### config.mk
export PLATFORM = sky130hd
export DESIGN_NAME = pipe_credit_receiver_flat
export DESIGN_NICKNAME = d
export VERILOG_FILES = /design/src/rtl/pipe_credit_receiver_if.sv /design/src/rtl/pipe_credit_receiver.sv /design/src/flat_wrapper.sv
export SDC_FILE = /design/constraint.sdc
export NUM_CORES = 1
export LEC_CHECK = 0
export CAP_MARGIN = 20
export CORE_MARGIN = 8
export CORE_UTILIZATION = 53
export CTS_CLUSTER_SIZE = 14
export DETAILED_ROUTE_END_ITERATION = 8
export PLACE_DENSITY = 0.83
export SLEW_MARGIN = 40
export SYNTH_ARGS = -nofsm -noshare
export SYNTH_HDL_FRONTEND = slang
export SYNTH_SLANG_ARGS = --single-unit
export TNS_END_PERCENT = 5
### constraint.sdc
create_clock -name clk -period 4.2 [get_ports clk]
set_clock_uncertainty 0.05 [all_clocks]
set_input_delay 0.42 -clock clk [delete_from_list [all_inputs] [get_ports clk]]
set_output_delay 0.42 -clock clk [all_outputs]
set_load 0.05 [all_outputs]
### src/rtl/pipe_credit_receiver_if.sv
// Handshake and pipeline-side signals of the credit receiver, grouped as one bundle.
// The slave view belongs to the receiver; the master view belongs to its environment.
interface pipe_credit_receiver_if #(
  parameter int WIDTH = 1
);
  logic             src_valid;
  logic             src_ready;
  logic             src_pred;
  logic [WIDTH-1:0] src_data;
  logic             pipe_in_valid;
  logic             pipe_in_pred;
  logic [WIDTH-1:0] pipe_in_data;
  logic             pipe_out_valid;
  logic [WIDTH-1:0] pipe_out_data;
  logic             dst_valid;
  logic             dst_ready;
  logic [WIDTH-1:0] dst_data;

  modport slave (
    input  src_valid, src_pred, src_data, pipe_out_valid, pipe_out_data, dst_ready,
    output src_ready, pipe_in_valid, pipe_in_pred, pipe_in_data, dst_valid, dst_data
  );

  modport master (
    output src_valid, src_pred, src_data, pipe_out_valid, pipe_out_data, dst_ready,
    input  src_ready, pipe_in_valid, pipe_in_pred, pipe_in_data, dst_valid, dst_data
  );
endinterface

### src/rtl/pipe_credit_receiver.sv
// Credit-gated front end and result FIFO for a fixed-latency pipeline with no backpressure.
// A transaction is only issued while a FIFO slot is reserved for its result.
module pipe_credit_receiver #(
  parameter int WIDTH   = 1,
  parameter int LATENCY = 2,
  parameter int DEPTH   = 4,
  localparam int CW     = $clog2(DEPTH + 1)
) (
  input  logic                  clk,
  input  logic                  rst_n,
  pipe_credit_receiver_if.slave bus,
  output logic                  overflow_err,
  output logic                  spurious_err,
  output logic [CW-1:0]         credits,
  output logic [CW-1:0]         inflight
);
  localparam int PW = (DEPTH > 1) ? $clog2(DEPTH) : 1;

  logic [WIDTH-1:0] mem [DEPTH];
  logic [PW-1:0]    wr_ptr;
  logic [PW-1:0]    rd_ptr;
  logic [CW-1:0]    count;
  logic             issue;
  logic             pop;
  logic             full;
  logic             push;
  logic             recv_ok;

  function automatic logic [PW-1:0] wrap_inc(input logic [PW-1:0] p);
    return (p == PW'(DEPTH - 1)) ? '0 : p + 1'b1;
  endfunction

  assign bus.src_ready     = rst_n && (credits != '0);
  assign issue             = bus.src_valid && bus.src_ready;
  assign bus.pipe_in_valid = issue;
  assign bus.pipe_in_pred  = bus.src_pred;
  assign bus.pipe_in_data  = bus.src_data;

  assign full          = (count == CW'(DEPTH));
  assign bus.dst_valid = (count != '0);
  assign bus.dst_data  = mem[rd_ptr];
  assign pop           = bus.dst_valid && bus.dst_ready;

  // A same-cycle pop frees the head slot, so a full FIFO can still accept the result.
  assign push    = bus.pipe_out_valid && (!full || pop);
  assign recv_ok = bus.pipe_out_valid && (inflight != '0);

  always_ff @(posedge clk or negedge rst_n) begin
    if (!rst_n) begin
      credits      <= CW'(DEPTH);
      inflight     <= '0;
      count        <= '0;
      wr_ptr       <= '0;
      rd_ptr       <= '0;
      overflow_err <= 1'b0;
      spurious_err <= 1'b0;
    end else begin
      credits  <= credits - CW'(issue) + CW'(pop);
      inflight <= inflight + CW'(issue) - CW'(recv_ok);
      count    <= count + CW'(push) - CW'(pop);
      if (push) wr_ptr <= wrap_inc(wr_ptr);
      if (pop)  rd_ptr <= wrap_inc(rd_ptr);
      if (bus.pipe_out_valid && full && !pop) overflow_err <= 1'b1;
      if (bus.pipe_out_valid && (inflight == '0)) spurious_err <= 1'b1;
    end
  end

  always_ff @(posedge clk) begin
    if (push) mem[wr_ptr] <= bus.pipe_out_data;
  end

  // A fixed-latency pipeline can never hold more than LATENCY transactions.
  inflight_bound: assert property (@(posedge clk) disable iff (!rst_n) inflight <= CW'(LATENCY));
endmodule

### src/flat_wrapper.sv
// flat-port wrapper written by rule: the top's interface ports become plain ports
module pipe_credit_receiver_flat 
#(
  parameter int WIDTH   = 1,
  parameter int LATENCY = 2,
  parameter int DEPTH   = 4,
  localparam int CW     = $clog2(DEPTH + 1)
)
  (clk, rst_n, overflow_err, spurious_err, credits, inflight, bus_src_valid, bus_src_pred, bus_src_data, bus_pipe_out_valid, bus_pipe_out_data, bus_dst_ready, bus_src_ready, bus_pipe_in_valid, bus_pipe_in_pred, bus_pipe_in_data, bus_dst_valid, bus_dst_data);
  pipe_credit_receiver_if #(.WIDTH(WIDTH)) bus_i ();
  input  logic clk;
  input  logic rst_n;
  output logic overflow_err;
  output logic spurious_err;
  output logic [CW-1:0] credits;
  output logic [CW-1:0] inflight;
  input wire logic [$bits(bus_i.src_valid)-1:0] bus_src_valid;
  input wire logic [$bits(bus_i.src_pred)-1:0] bus_src_pred;
  input wire logic [$bits(bus_i.src_data)-1:0] bus_src_data;
  input wire logic [$bits(bus_i.pipe_out_valid)-1:0] bus_pipe_out_valid;
  input wire logic [$bits(bus_i.pipe_out_data)-1:0] bus_pipe_out_data;
  input wire logic [$bits(bus_i.dst_ready)-1:0] bus_dst_ready;
  output wire logic [$bits(bus_i.src_ready)-1:0] bus_src_ready;
  output wire logic [$bits(bus_i.pipe_in_valid)-1:0] bus_pipe_in_valid;
  output wire logic [$bits(bus_i.pipe_in_pred)-1:0] bus_pipe_in_pred;
  output wire logic [$bits(bus_i.pipe_in_data)-1:0] bus_pipe_in_data;
  output wire logic [$bits(bus_i.dst_valid)-1:0] bus_dst_valid;
  output wire logic [$bits(bus_i.dst_data)-1:0] bus_dst_data;
  assign bus_i.src_valid = bus_src_valid;
  assign bus_i.src_pred = bus_src_pred;
  assign bus_i.src_data = bus_src_data;
  assign bus_i.pipe_out_valid = bus_pipe_out_valid;
  assign bus_i.pipe_out_data = bus_pipe_out_data;
  assign bus_i.dst_ready = bus_dst_ready;
  assign bus_src_ready = bus_i.src_ready;
  assign bus_pipe_in_valid = bus_i.pipe_in_valid;
  assign bus_pipe_in_pred = bus_i.pipe_in_pred;
  assign bus_pipe_in_data = bus_i.pipe_in_data;
  assign bus_dst_valid = bus_i.dst_valid;
  assign bus_dst_data = bus_i.dst_data;
  pipe_credit_receiver #(.WIDTH(WIDTH), .LATENCY(LATENCY), .DEPTH(DEPTH)) u_core (.clk(clk), .rst_n(rst_n), .bus(bus_i), .overflow_err(overflow_err), .spurious_err(spurious_err), .credits(credits), .inflight(inflight));
endmodule
==> metrics.csv, run 1 <==
stage,metric,value,unit
outcome,outcome,finished clean,
final_layout,drive_gt1_share,11.3,%
routing,vias,565,
routing,vias_per_cell,4.63,
floorplan,initial_core_util,57.2,%
floorplan,die-area,3560,µm²
clocking,htreeDepth,1,
routing,met2_length,620,µm
floorplan,core_area,1760,µm²
final_layout,fin_util,69.1,%
synth,synth.distinct_cells,22,
placement,dp_hpwl,1160,µm
critical_path,worstPathArrival,2.28,ns
synth,postSynthAreaPerCell,12.9,µm²
timing,slew_headroom,65.8,%
critical_path,start_kind,input port,
final_layout,nNetsFinal,120,
floorplan,fp.dieH,59.6,µm
clocking,cts-root-buf,clkbuf_4,
routing,routed.top_layer,met4,
clocking,cts_tree,built,
routing,wl_per_cell,11.9,µm
routing,drtAntennaViolNets,0,
floorplan,io_pins,22,
final_layout,layout-area-overhead-vs-synth,20.7,%
timing,setup_tns,0,ns
timing,rsz0062_at_grt,false,
clocking,clock-sinks,19,
critical_path,end_kind,output pin,
timing,fmax,364,MHz
clocking,cts_buffer_depth,2,
routing,drtIter0Drc,6,
placement,numPortBuffers,17,
critical_path,crit_type,in2out,
synth,synth_fp_nets,100,
final_layout,antennaDiodeCount,0,
timing,setup-violations-final,0,
grt,gr-total-overflow,0,
synth,synth.yosys.seq_area_share,49.2,%
timing,hold_viol_final,0,
routing,wl_met1,705,µm
clocking,cts_setup_buffers,0,
timing,post-route-min-period,2.75,ns
clocking,cts.clk_slew.worst_paths,0.10,ns
synth,ys_ff_latch,19,
synth,ys_warn_count,0,
critical_path,worstPathMaxFanout,16,
routing,drc,0,
clocking,numCtsBuffers,3,
grt,grt_max_degree,17,
grt,grt_pass1_wl,2490,µm
routing,routed_wl,1450,µm
timing,period_share,65.4,%
floorplan,dieWidth,59.6,µm
placement,gp_congestion,0.700,
timing,worstMarginPinSlew,0.511,ns
clocking,post_cts_resize_count,0,
hold_path,hp-class,in2async,
clocking,clock_latency,0.29,ns
flow_run,cap_violations,0,
synth,synthesis.area,1010,µm²
final_layout,fillers,140,
critical_path,worstPathRequired,3.73,ns
grt,antenna_found_initial,0,
timing,drv_slew,0,
clocking,ctsHoldBuffers,0,
floorplan,rows,15,
synth,postSynthCellCount,78,
routing,dr.pass1.iters,4,
routing,met3_length,80,µm
grt,grt_use_total,9.61,%
grt,grt_pass1_vias,580,
-- worst max-delay path, cell delays in order --
cell,delay (ns)
clkdlybuf4s50_1,0.45
buf_4,0.23
o31a_1,0.18
and2_1,0.17
clkdlybuf4s50_1,0.82
-- path summary, 6_finish.rpt --
check	startpoint	end	slack, ns	cells after the start
max	rst_n	bus_pipe_in_valid	1.45	5
min	rst_n	u_core.spurious_err$_DFFE_PN0P_	0.39	2
max reg2reg	u_core.count[1]$_DFF_PN0_	u_core.count[2]$_DFF_PN0_	1.86	9
min reg2reg	u_core.overflow_err$_DFFE_PN0P_	u_core.overflow_err$_DFFE_PN0P_	0.42	1
max in group asynchronous	rst_n	u_core.credits[2]$_DFF_PN1_	3.47	2
min in group clk	u_core.overflow_err$_DFFE_PN0P_	u_core.overflow_err$_DFFE_PN0P_	0.42	1
-- sequential cells by signal, indices dropped and copies added, names as in the netlist --
name,flops
u_core.inflight,3
u_core.spurious_err,1
u_core.rd_ptr,2
u_core.mem,4
u_core.count,3
u_core.credits,3
u_core.overflow_err,1
u_core.wr_ptr,2
-- cell type report --
cell class | count | area [µm²] | area share (%)
sequential | 19 | 497 | 40.8
multi-input combinational | 41 | 430 | 35.3
clock buffer | 4 | 26.3 | 2.16
timing repair buffer | 18 | 178 | 14.6
tap | 25 | 31.3 | 2.57
inverter | 15 | 56.3 | 4.62
-- per-stage QoR --
stage | worst slack, ns | area, µm² | hold slack, ns | std cells
2_1_floorplan | 1.06 | 1010 | 0.0744 | 78
5_1_grt | 1.35 | 1220 | 0.388 | 122
3_3_place_gp | 1.40 | 1190 | 0.395 | 118
3_5_place_dp | 1.38 | 1190 | 0.397 | 118
4_1_cts | 1.43 | 1220 | 0.384 | 122
6_report | 1.45 | 1220 | 0.388 | 122
-- layer usage --
layer  up-vias  global-route usage, %
met3         5                   3.04
met2        14                   12.8
met1       266                   12.1
met4         0                   8.16
met5         -                      0
li1        280                      -
-- synthesized netlist by cell type --
| master | instances | share of area (%) |
|---|---|---|
| inv_1 | 15 | 5.6 |
| dfrtp_1 | 14 | 35 |
| ha_1 | 11 | 14 |
| and2_1 | 5 | 3.1 |
| xnor2_1 | 5 | 4.3 |
| edfxtp_1 | 4 | 12 |
| fa_1 | 3 | 5.9 |
| a21o_1 | 2 | 1.5 |
| buf_4 | 2 | 1.5 |
| mux2_2 | 2 | 2.2 |
| mux2_4 | 2 | 3.0 |
| nor2_1 | 2 | 0.74 |
| nor2b_1 | 2 | 1.2 |
| buf_6 | 1 | 1.1 |
| dfstp_2 | 1 | 2.6 |
| mux4_2 | 1 | 2.2 |
| nand2_1 | 1 | 0.37 |
| nor3_1 | 1 | 0.50 |
| nor4b_2 | 1 | 1.5 |
| o31a_1 | 1 | 0.87 |
| or3_1 | 1 | 0.62 |
| xor2_1 | 1 | 0.87 |
-- logic make-up after synthesis --
group,count (synthesis),share of synthesized area (%)
compound gates,3,2.35
xor+xnor,6,5.20
fa+ha+maj,14,19.6
buf+inv,18,8.18
flops,19,49.2
mux,5,7.43
simple gates,13,8.05
-- cells in the final DEF, fill, tap and decap left out, types with 2 or more instances in the layout --
cell type and n:
fa_1 3, clkbuf_4 3, edfxtp_1 4, nor2b_1 2
dfrtp_1 14, xnor2_1 5, mux2_4 2, nor2_1 2
mux2_2 2, a21o_1 2, inv_1 15, clkdlybuf4s50_1 17
ha_1 11, and2_1 5
Power of run 1 is not shown: default switching activity piles up to over one toggle a cycle in this logic, so the estimate is an artifact.
==> run 2: changes to the inputs <==
--- a/config.mk
+++ b/config.mk
@@ -7,10 +7,10 @@
 export LEC_CHECK = 0
 export CAP_MARGIN = 20
 export CORE_MARGIN = 8
-export CORE_UTILIZATION = 53
+export CORE_UTILIZATION = 44
 export CTS_CLUSTER_SIZE = 14
 export DETAILED_ROUTE_END_ITERATION = 8
-export PLACE_DENSITY = 0.83
+export PLACE_DENSITY = 0.74
 export SLEW_MARGIN = 40
 export SYNTH_ARGS = -nofsm -noshare
 export SYNTH_HDL_FRONTEND = slang
==> constraint.sdc (replaced) <==
create_clock -name clk -period 2.3 [get_ports clk]
set_clock_uncertainty 0.05 [all_clocks]
set_input_delay 0.23 -clock clk [delete_from_list [all_inputs] [get_ports clk]]
set_output_delay 0.23 -clock clk [all_outputs]
set_load 0.05 [all_outputs]
==> run 2 against run 1 <==
- sequential share of layout area down 3.9 points
- flip-flop and latch count unchanged
- final cell count up 7.4%
- worst hold slack worse by 0.13 ns
- die area up 15%
- largest cell class unchanged
- worst setup slack worse by 1.3 ns
==> metrics.csv, run 2 (synthesized netlist as in run 1, its figures left out) <==
stage,metric,value,unit,change
floorplan,dieWidth,63.9,µm,+7.1%
critical_path,worstPathMaxFanout,3,,-13
routing,drc,0,,unchanged
critical_path,crit_path_max_incr_delay,0.40,ns,-0.42 ns
routing,routed_wl,1660,µm,+14%
final_layout,final_common_cell,clkdlybuf4s50_1,,
power_and_ir_drop,vdd_drop_max,0.998,mV,
critical_path,crit_buf_inv,2,,-1
flow_run,cap_violations,0,,unchanged
placement,dp_hpwl,1370,µm,+18%
clocking,cts-root-buf,clkbuf_4,,
critical_path,cp_cell_sequence,or3_4 > nand2_2 > inv_2 > ha_1 > inv_1 > ha_2 > fa_2 > xor2_1 > xnor2_1,,
routing,drtAntennaViolNets,0,,unchanged
hold_path,hp-class,in2async,,
final_layout,postLayoutCellArea,1350,µm²,+11%
critical_path,worstPathRequired,2.43,ns,-1.30 ns
critical_path,cp_top_family,adder cells,,
placement,gp_congestion,0.717,,+2.4%
critical_path,end_kind,flop,,
timing,hold_viol_final,0,,unchanged
timing,period_share,95.0,%,
timing,whs,0.254,ns,-0.134 ns
clocking,htreeDepth,1,,unchanged
routing,vias,596,,+5.5%
timing,slew_headroom,66.1,%,+0.33 points
final_layout,drive_gt1_share,33.0,%,+22 points
final_layout,multiInputGateArea,492,µm²,+14%
floorplan,die-area,4080,µm²,+15%
final_layout,nNetsFinal,126,,+5.0%
timing,worstMarginPinSlew,0.506,ns,-0.00491 ns
power_and_ir_drop,p_total,0.00207,W,
routing,dr.pass1.iters,2,,-2
grt,grt_pass1_vias,677,,+17%
clocking,cts_buffer_depth,2,,unchanged
critical_path,crit_type,reg2reg,,
grt,grt_max_degree,16,,-1
clocking,numCtsBuffers,3,,unchanged
clocking,cts.clk_slew.worst_paths,0.10,ns,about the same
grt,antenna_found_initial,0,,unchanged
timing,setup_tns,0,ns,unchanged
clocking,cts_tree,built,,
timing,drv_slew,0,,unchanged
clocking,clock-sinks,19,,unchanged
final_layout,fillers,176,,+26%
grt,grt_use_total,9.25,%,-0.36 points
power_and_ir_drop,power.density,1530,nW/µm²,
timing,post-route-min-period,2.19,ns,
power_and_ir_drop,leakage,0.617,nW,
floorplan,fp.dieH,63.9,µm,+7.1%
critical_path,start_kind,flop,,
placement,placed_cells,126,,+6.8%
routing,vias_per_cell,4.55,,-1.8%
placement,numPortBuffers,17,,unchanged
final_layout,layout-area-overhead-vs-synth,34.0,%,
final_layout,layout_common_cells,"14 x clkdlybuf4s50_1, 13 x dfrtp_1, 12 x inv_1",,
grt,gr-total-overflow,0,,unchanged
clocking,clock_latency,0.30,ns,about the same
final_layout,largest_register_ffs,4,,unchanged
final_layout,seq_area,498,µm²,+0.25%
placement,placed_cell_area,1300,µm²,+9.1%
timing,setup-violations-final,0,,unchanged
timing,rsz0062_at_grt,false,,
floorplan,initial_core_util,46.1,%,-11 points
floorplan,core_area,2190,µm²,+24%
floorplan,io_pins,22,,unchanged
floorplan,rows,17,,+2
timing,fmax,457,MHz,
final_layout,top_register,u_core.mem,,
outcome,outcome,finished clean,,
critical_path,worstPathArrival,2.32,ns,+0.04 ns
routing,wl_per_cell,12.7,µm,+6.2%
grt,grt_pass1_wl,3020,µm,+21%
final_layout,stdcell_count,131,,+7.4%
routing,drtIter0Drc,5,,-1
critical_path,slowest_stage,dfrtp_1,,
final_layout,antennaDiodeCount,0,,unchanged
## run 2: changes by cell type in the layout (fill, tap and decap cells not counted), sizes merged
| cell | previous run | this run |
|---|---|---|
| dlymetal6s2s | 0 | 1 |
| clkdlybuf4s50 | 17 | 14 |
| buf | 1 | 9 |
## run 2: final timing paths
check	start	to	slack [ns]	depth (start not counted)
worst max-delay path	u_core.count[2]$_DFF_PN0_	u_core.count[2]$_DFF_PN0_	0.11	9
worst min-delay path	rst_n	u_core.credits[1]$_DFF_PN0_	0.25	2
worst max register to register	u_core.count[2]$_DFF_PN0_	u_core.count[2]$_DFF_PN0_	0.11	9
worst min register to register	u_core.overflow_err$_DFFE_PN0P_	u_core.overflow_err$_DFFE_PN0P_	0.43	1
max in group asynchronous	rst_n	u_core.credits[2]$_DFF_PN1_	1.71	2
min in group clk	bus_src_pred	bus_pipe_in_pred	0.41	0
## run 2: layout make-up
type	count	share of cell area, %
repair buffers	24	18.1
clock buffers	4	1.94
multi-input cells	41	36.4
well taps	28	2.59
flip-flops and latches	19	36.8
inverters	15	4.16
## run 2: layer usage
layer | GRT usage (%) | share of wire, % | vias up
met4 | 5.85 | 2.1 | 0
met5 | 0 | 0 | -
met1 | 10.1 | 43 | 286
met2 | 14.9 | 50 | 12
li1 | - | - | 294
met3 | 3.31 | 5.2 | 4
## run 2: timing repair
| item | in CTS | in global routing |
|---|---|---|
| resized for setup | 0 | 7 |
| setup buffers | 0 | 1 |
| hold buffers | 0 | 0 |
| setup endpoints to repair | 0 | 3 |
## run 2: report_power, final
part           internal (W)  switching (W)  leakage, nW
sequential         0.000518       0.000136        0.206
combinational      0.000570       0.000678        0.396
clock             0.0000675      0.0000964       0.0150
## run 2: stage by stage
stage | worst slack [ns] | utilization, %
after floorplan | -0.266 | -
after global placement | 0.0249 | 59.4
after detailed placement | -0.0415 | 59.4
after CTS | 0.0139 | 60.6
after global routing | 0.00184 | 61.7
final | 0.114 | 61.7
(Power assumes the default switching activity.)
==> run 3: changes to the inputs <==
--- a/config.mk
+++ b/config.mk
@@ -7,10 +7,10 @@
 export LEC_CHECK = 0
 export CAP_MARGIN = 20
 export CORE_MARGIN = 8
-export CORE_UTILIZATION = 44
+export CORE_UTILIZATION = 53
 export CTS_CLUSTER_SIZE = 14
 export DETAILED_ROUTE_END_ITERATION = 8
-export PLACE_DENSITY = 0.74
+export PLACE_DENSITY = 0.83
 export SLEW_MARGIN = 40
 export SYNTH_ARGS = -nofsm -noshare
 export SYNTH_HDL_FRONTEND = slang
==> constraint.sdc (replaced) <==
create_clock -name clk -period 2.8 [get_ports clk]
set_clock_uncertainty 0.05 [all_clocks]
set_input_delay 0.28 -clock clk [delete_from_list [all_inputs] [get_ports clk]]
set_output_delay 0.28 -clock clk [all_outputs]
set_load 0.05 [all_outputs]
==> run 3 against run 2 <==
- first-iteration DRC count shrank 40%
- largest cell class unchanged
- clock-buffer cell count is the same
- worst hold slack gained 0.049 ns
- final area shrank 9.2%
- final cell count shrank 6.9%
- fmax shrank 6.5%
- worst setup slack gained 0.35 ns
- die area shrank 13%
- register-to-register slack gained 0.35 ns
==> metrics.csv, run 3 (synthesized netlist as in run 1, its figures left out) <==
stage,metric,value,unit,change
timing,setup-violations-final,0,,unchanged
clocking,cts_buffer_depth,2,,unchanged
final_layout,top_register,u_core.mem,,
routing,dr.pass1.iters,2,,unchanged
floorplan,rows,15,,-2
timing,worstMarginPinSlew,0.512,ns,+0.00616 ns
grt,grt_max_degree,16,,unchanged
clocking,clock-sinks,19,,unchanged
final_layout,largest_register_ffs,4,,unchanged
timing,drv_slew,0,,unchanged
critical_path,worstPathMaxFanout,4,,+1
routing,drtIter0Drc,3,,-2
routing,vias_per_cell,4.72,,+3.8%
final_layout,stdcell_count,122,,-6.9%
routing,routed_wl,1580,µm,-4.5%
routing,drtAntennaViolNets,0,,unchanged
critical_path,worstPathArrival,2.48,ns,+0.16 ns
critical_path,reg2reg_from,u_core.count[1]$_DFF_PN0_,,
routing,met2_length,815,µm,-1.5%
timing,fin_ws,0.462,ns,+0.348 ns
final_layout,drive_gt1_share,15.5,%,-18 points
grt,antenna_found_initial,0,,unchanged
placement,dp_hpwl,1290,µm,-5.8%
critical_path,worstPathRequired,2.94,ns,+0.51 ns
grt,grt_use_total,10.4,%,+1.2 points
grt,grt_pass1_wl,2730,µm,-9.4%
placement,placed_cells,118,,-6.3%
critical_path,end_kind,flop,,
timing,slew_headroom,65.7,%,-0.41 points
floorplan,die-area,3560,µm²,-13%
routing,wl_per_cell,13.0,µm,+2.5%
placement,gp_congestion,0.725,,+1.0%
floorplan,dieWidth,59.6,µm,-6.7%
final_layout,layout-area-overhead-vs-synth,21.7,%,
clocking,ctsHoldBuffers,0,,unchanged
timing,setup_tns,0,ns,unchanged
placement,pre_cts_ws,0.279,ns,+0.321 ns
final_layout,layout_common_cells,"15 x inv_1, 15 x clkdlybuf4s50_1, 14 x dfrtp_1",,
routing,wl_met1,671,µm,-5.2%
timing,hold_viol_final,0,,unchanged
flow_run,cap_violations,0,,unchanged
clocking,cts-root-buf,clkbuf_4,,
routing,met3_length,85,µm,-2.3%
critical_path,startpoint,u_core.count[1]$_DFF_PN0_,,
grt,gr-total-overflow,0,,unchanged
clocking,cts.clk_slew.worst_paths,0.10,ns,about the same
clocking,cts_tree,built,,
routing,routed.top_layer,met4,,
final_layout,antennaDiodeCount,0,,unchanged
clocking,post_cts_resize_count,0,,unchanged
critical_path,start_kind,flop,,
timing,rsz0062_at_grt,false,,
clocking,htreeDepth,1,,unchanged
floorplan,initial_core_util,57.2,%,+11 points
timing,period_share,83.5,%,-12 points
floorplan,core_area,1760,µm²,-19%
floorplan,io_pins,22,,unchanged
timing,fmax,428,MHz,-6.5%
outcome,outcome,finished clean,,
routing,vias,576,,-3.4%
clocking,cts_setup_buffers,0,,unchanged
critical_path,crit_type,reg2reg,,
hold_path,hp-class,in2async,,
final_layout,nNetsFinal,120,,-4.8%
clocking,numCtsBuffers,3,,unchanged
grt,grt_pass1_vias,622,,-8.1%
clocking,clock_latency,0.29,ns,about the same
placement,numPortBuffers,17,,unchanged
timing,post-route-min-period,2.34,ns,+0.152 ns
floorplan,fp.dieH,59.6,µm,-6.7%
routing,drc,0,,unchanged
==> run 3: cell count changes in the layout (fill, tap and decap cells not counted), moves of 3 or more <==
| cell | delta |
|---|---|
| buf_4 | -5 |
| inv_1 | +3 |
| inv_2 | -3 |
| fa_1 | +3 |
| fa_2 | -3 |
| ha_1 | +3 |
==> run 3: layer usage <==
layer | GRT usage [%] | vias up
met1 | 11.7 | 275
met4 | 6.12 | 0
met2 | 17.2 | 16
li1 | - | 283
met5 | 0 | -
met3 | 2.60 | 2
==> run 3: cell type report <==
| cell class | count | area, µm² |
|---|---|---|
| Fill cell | 144 | 536 |
| Sequential cell | 19 | 497 |
| Multi-Input combinational cell | 41 | 433 |
| Timing Repair Buffer | 18 | 185 |
| Inverter | 15 | 56.3 |
| Tap cell | 25 | 31.3 |
| Clock buffer | 4 | 26.3 |
==> run 3: metrics by stage <==
step           hold slack (ns)  util (%)  cell area (µm²)
2_1_floorplan          -0.0656         -             1010
3_3_place_gp             0.391      68.2             1200
3_5_place_dp             0.406      68.2             1200
4_1_cts                  0.307      69.6             1230
5_1_grt                  0.323      69.6             1230
6_report                 0.303      69.6             1230
==> run 3: worst paths after layout <==
kind,end,slack [ns],cells after the start
worst min-delay path,u_core.count[2]$_DFF_PN0_,0.30,2
max in group asynchronous,u_core.credits[2]$_DFF_PN1_,2.16,2
min in group clk,u_core.overflow_err$_DFFE_PN0P_,0.43,1
worst max register to register,u_core.count[2]$_DFF_PN0_,0.46,9
worst max-delay path,u_core.count[2]$_DFF_PN0_,0.46,9
worst min register to register,u_core.overflow_err$_DFFE_PN0P_,0.43,1
==> run 3: worst max-delay path, stage by stage, from the launching register on <==
cell and delay, ns:
dfrtp_1 0.44, or3_1 0.38, nand2_1 0.14, inv_1 0.08
ha_1 0.27, inv_1 0.04, ha_1 0.18, fa_1 0.38
xor2_1 0.16, xnor2_1 0.12
Power of run 3 is left out for the same reason.
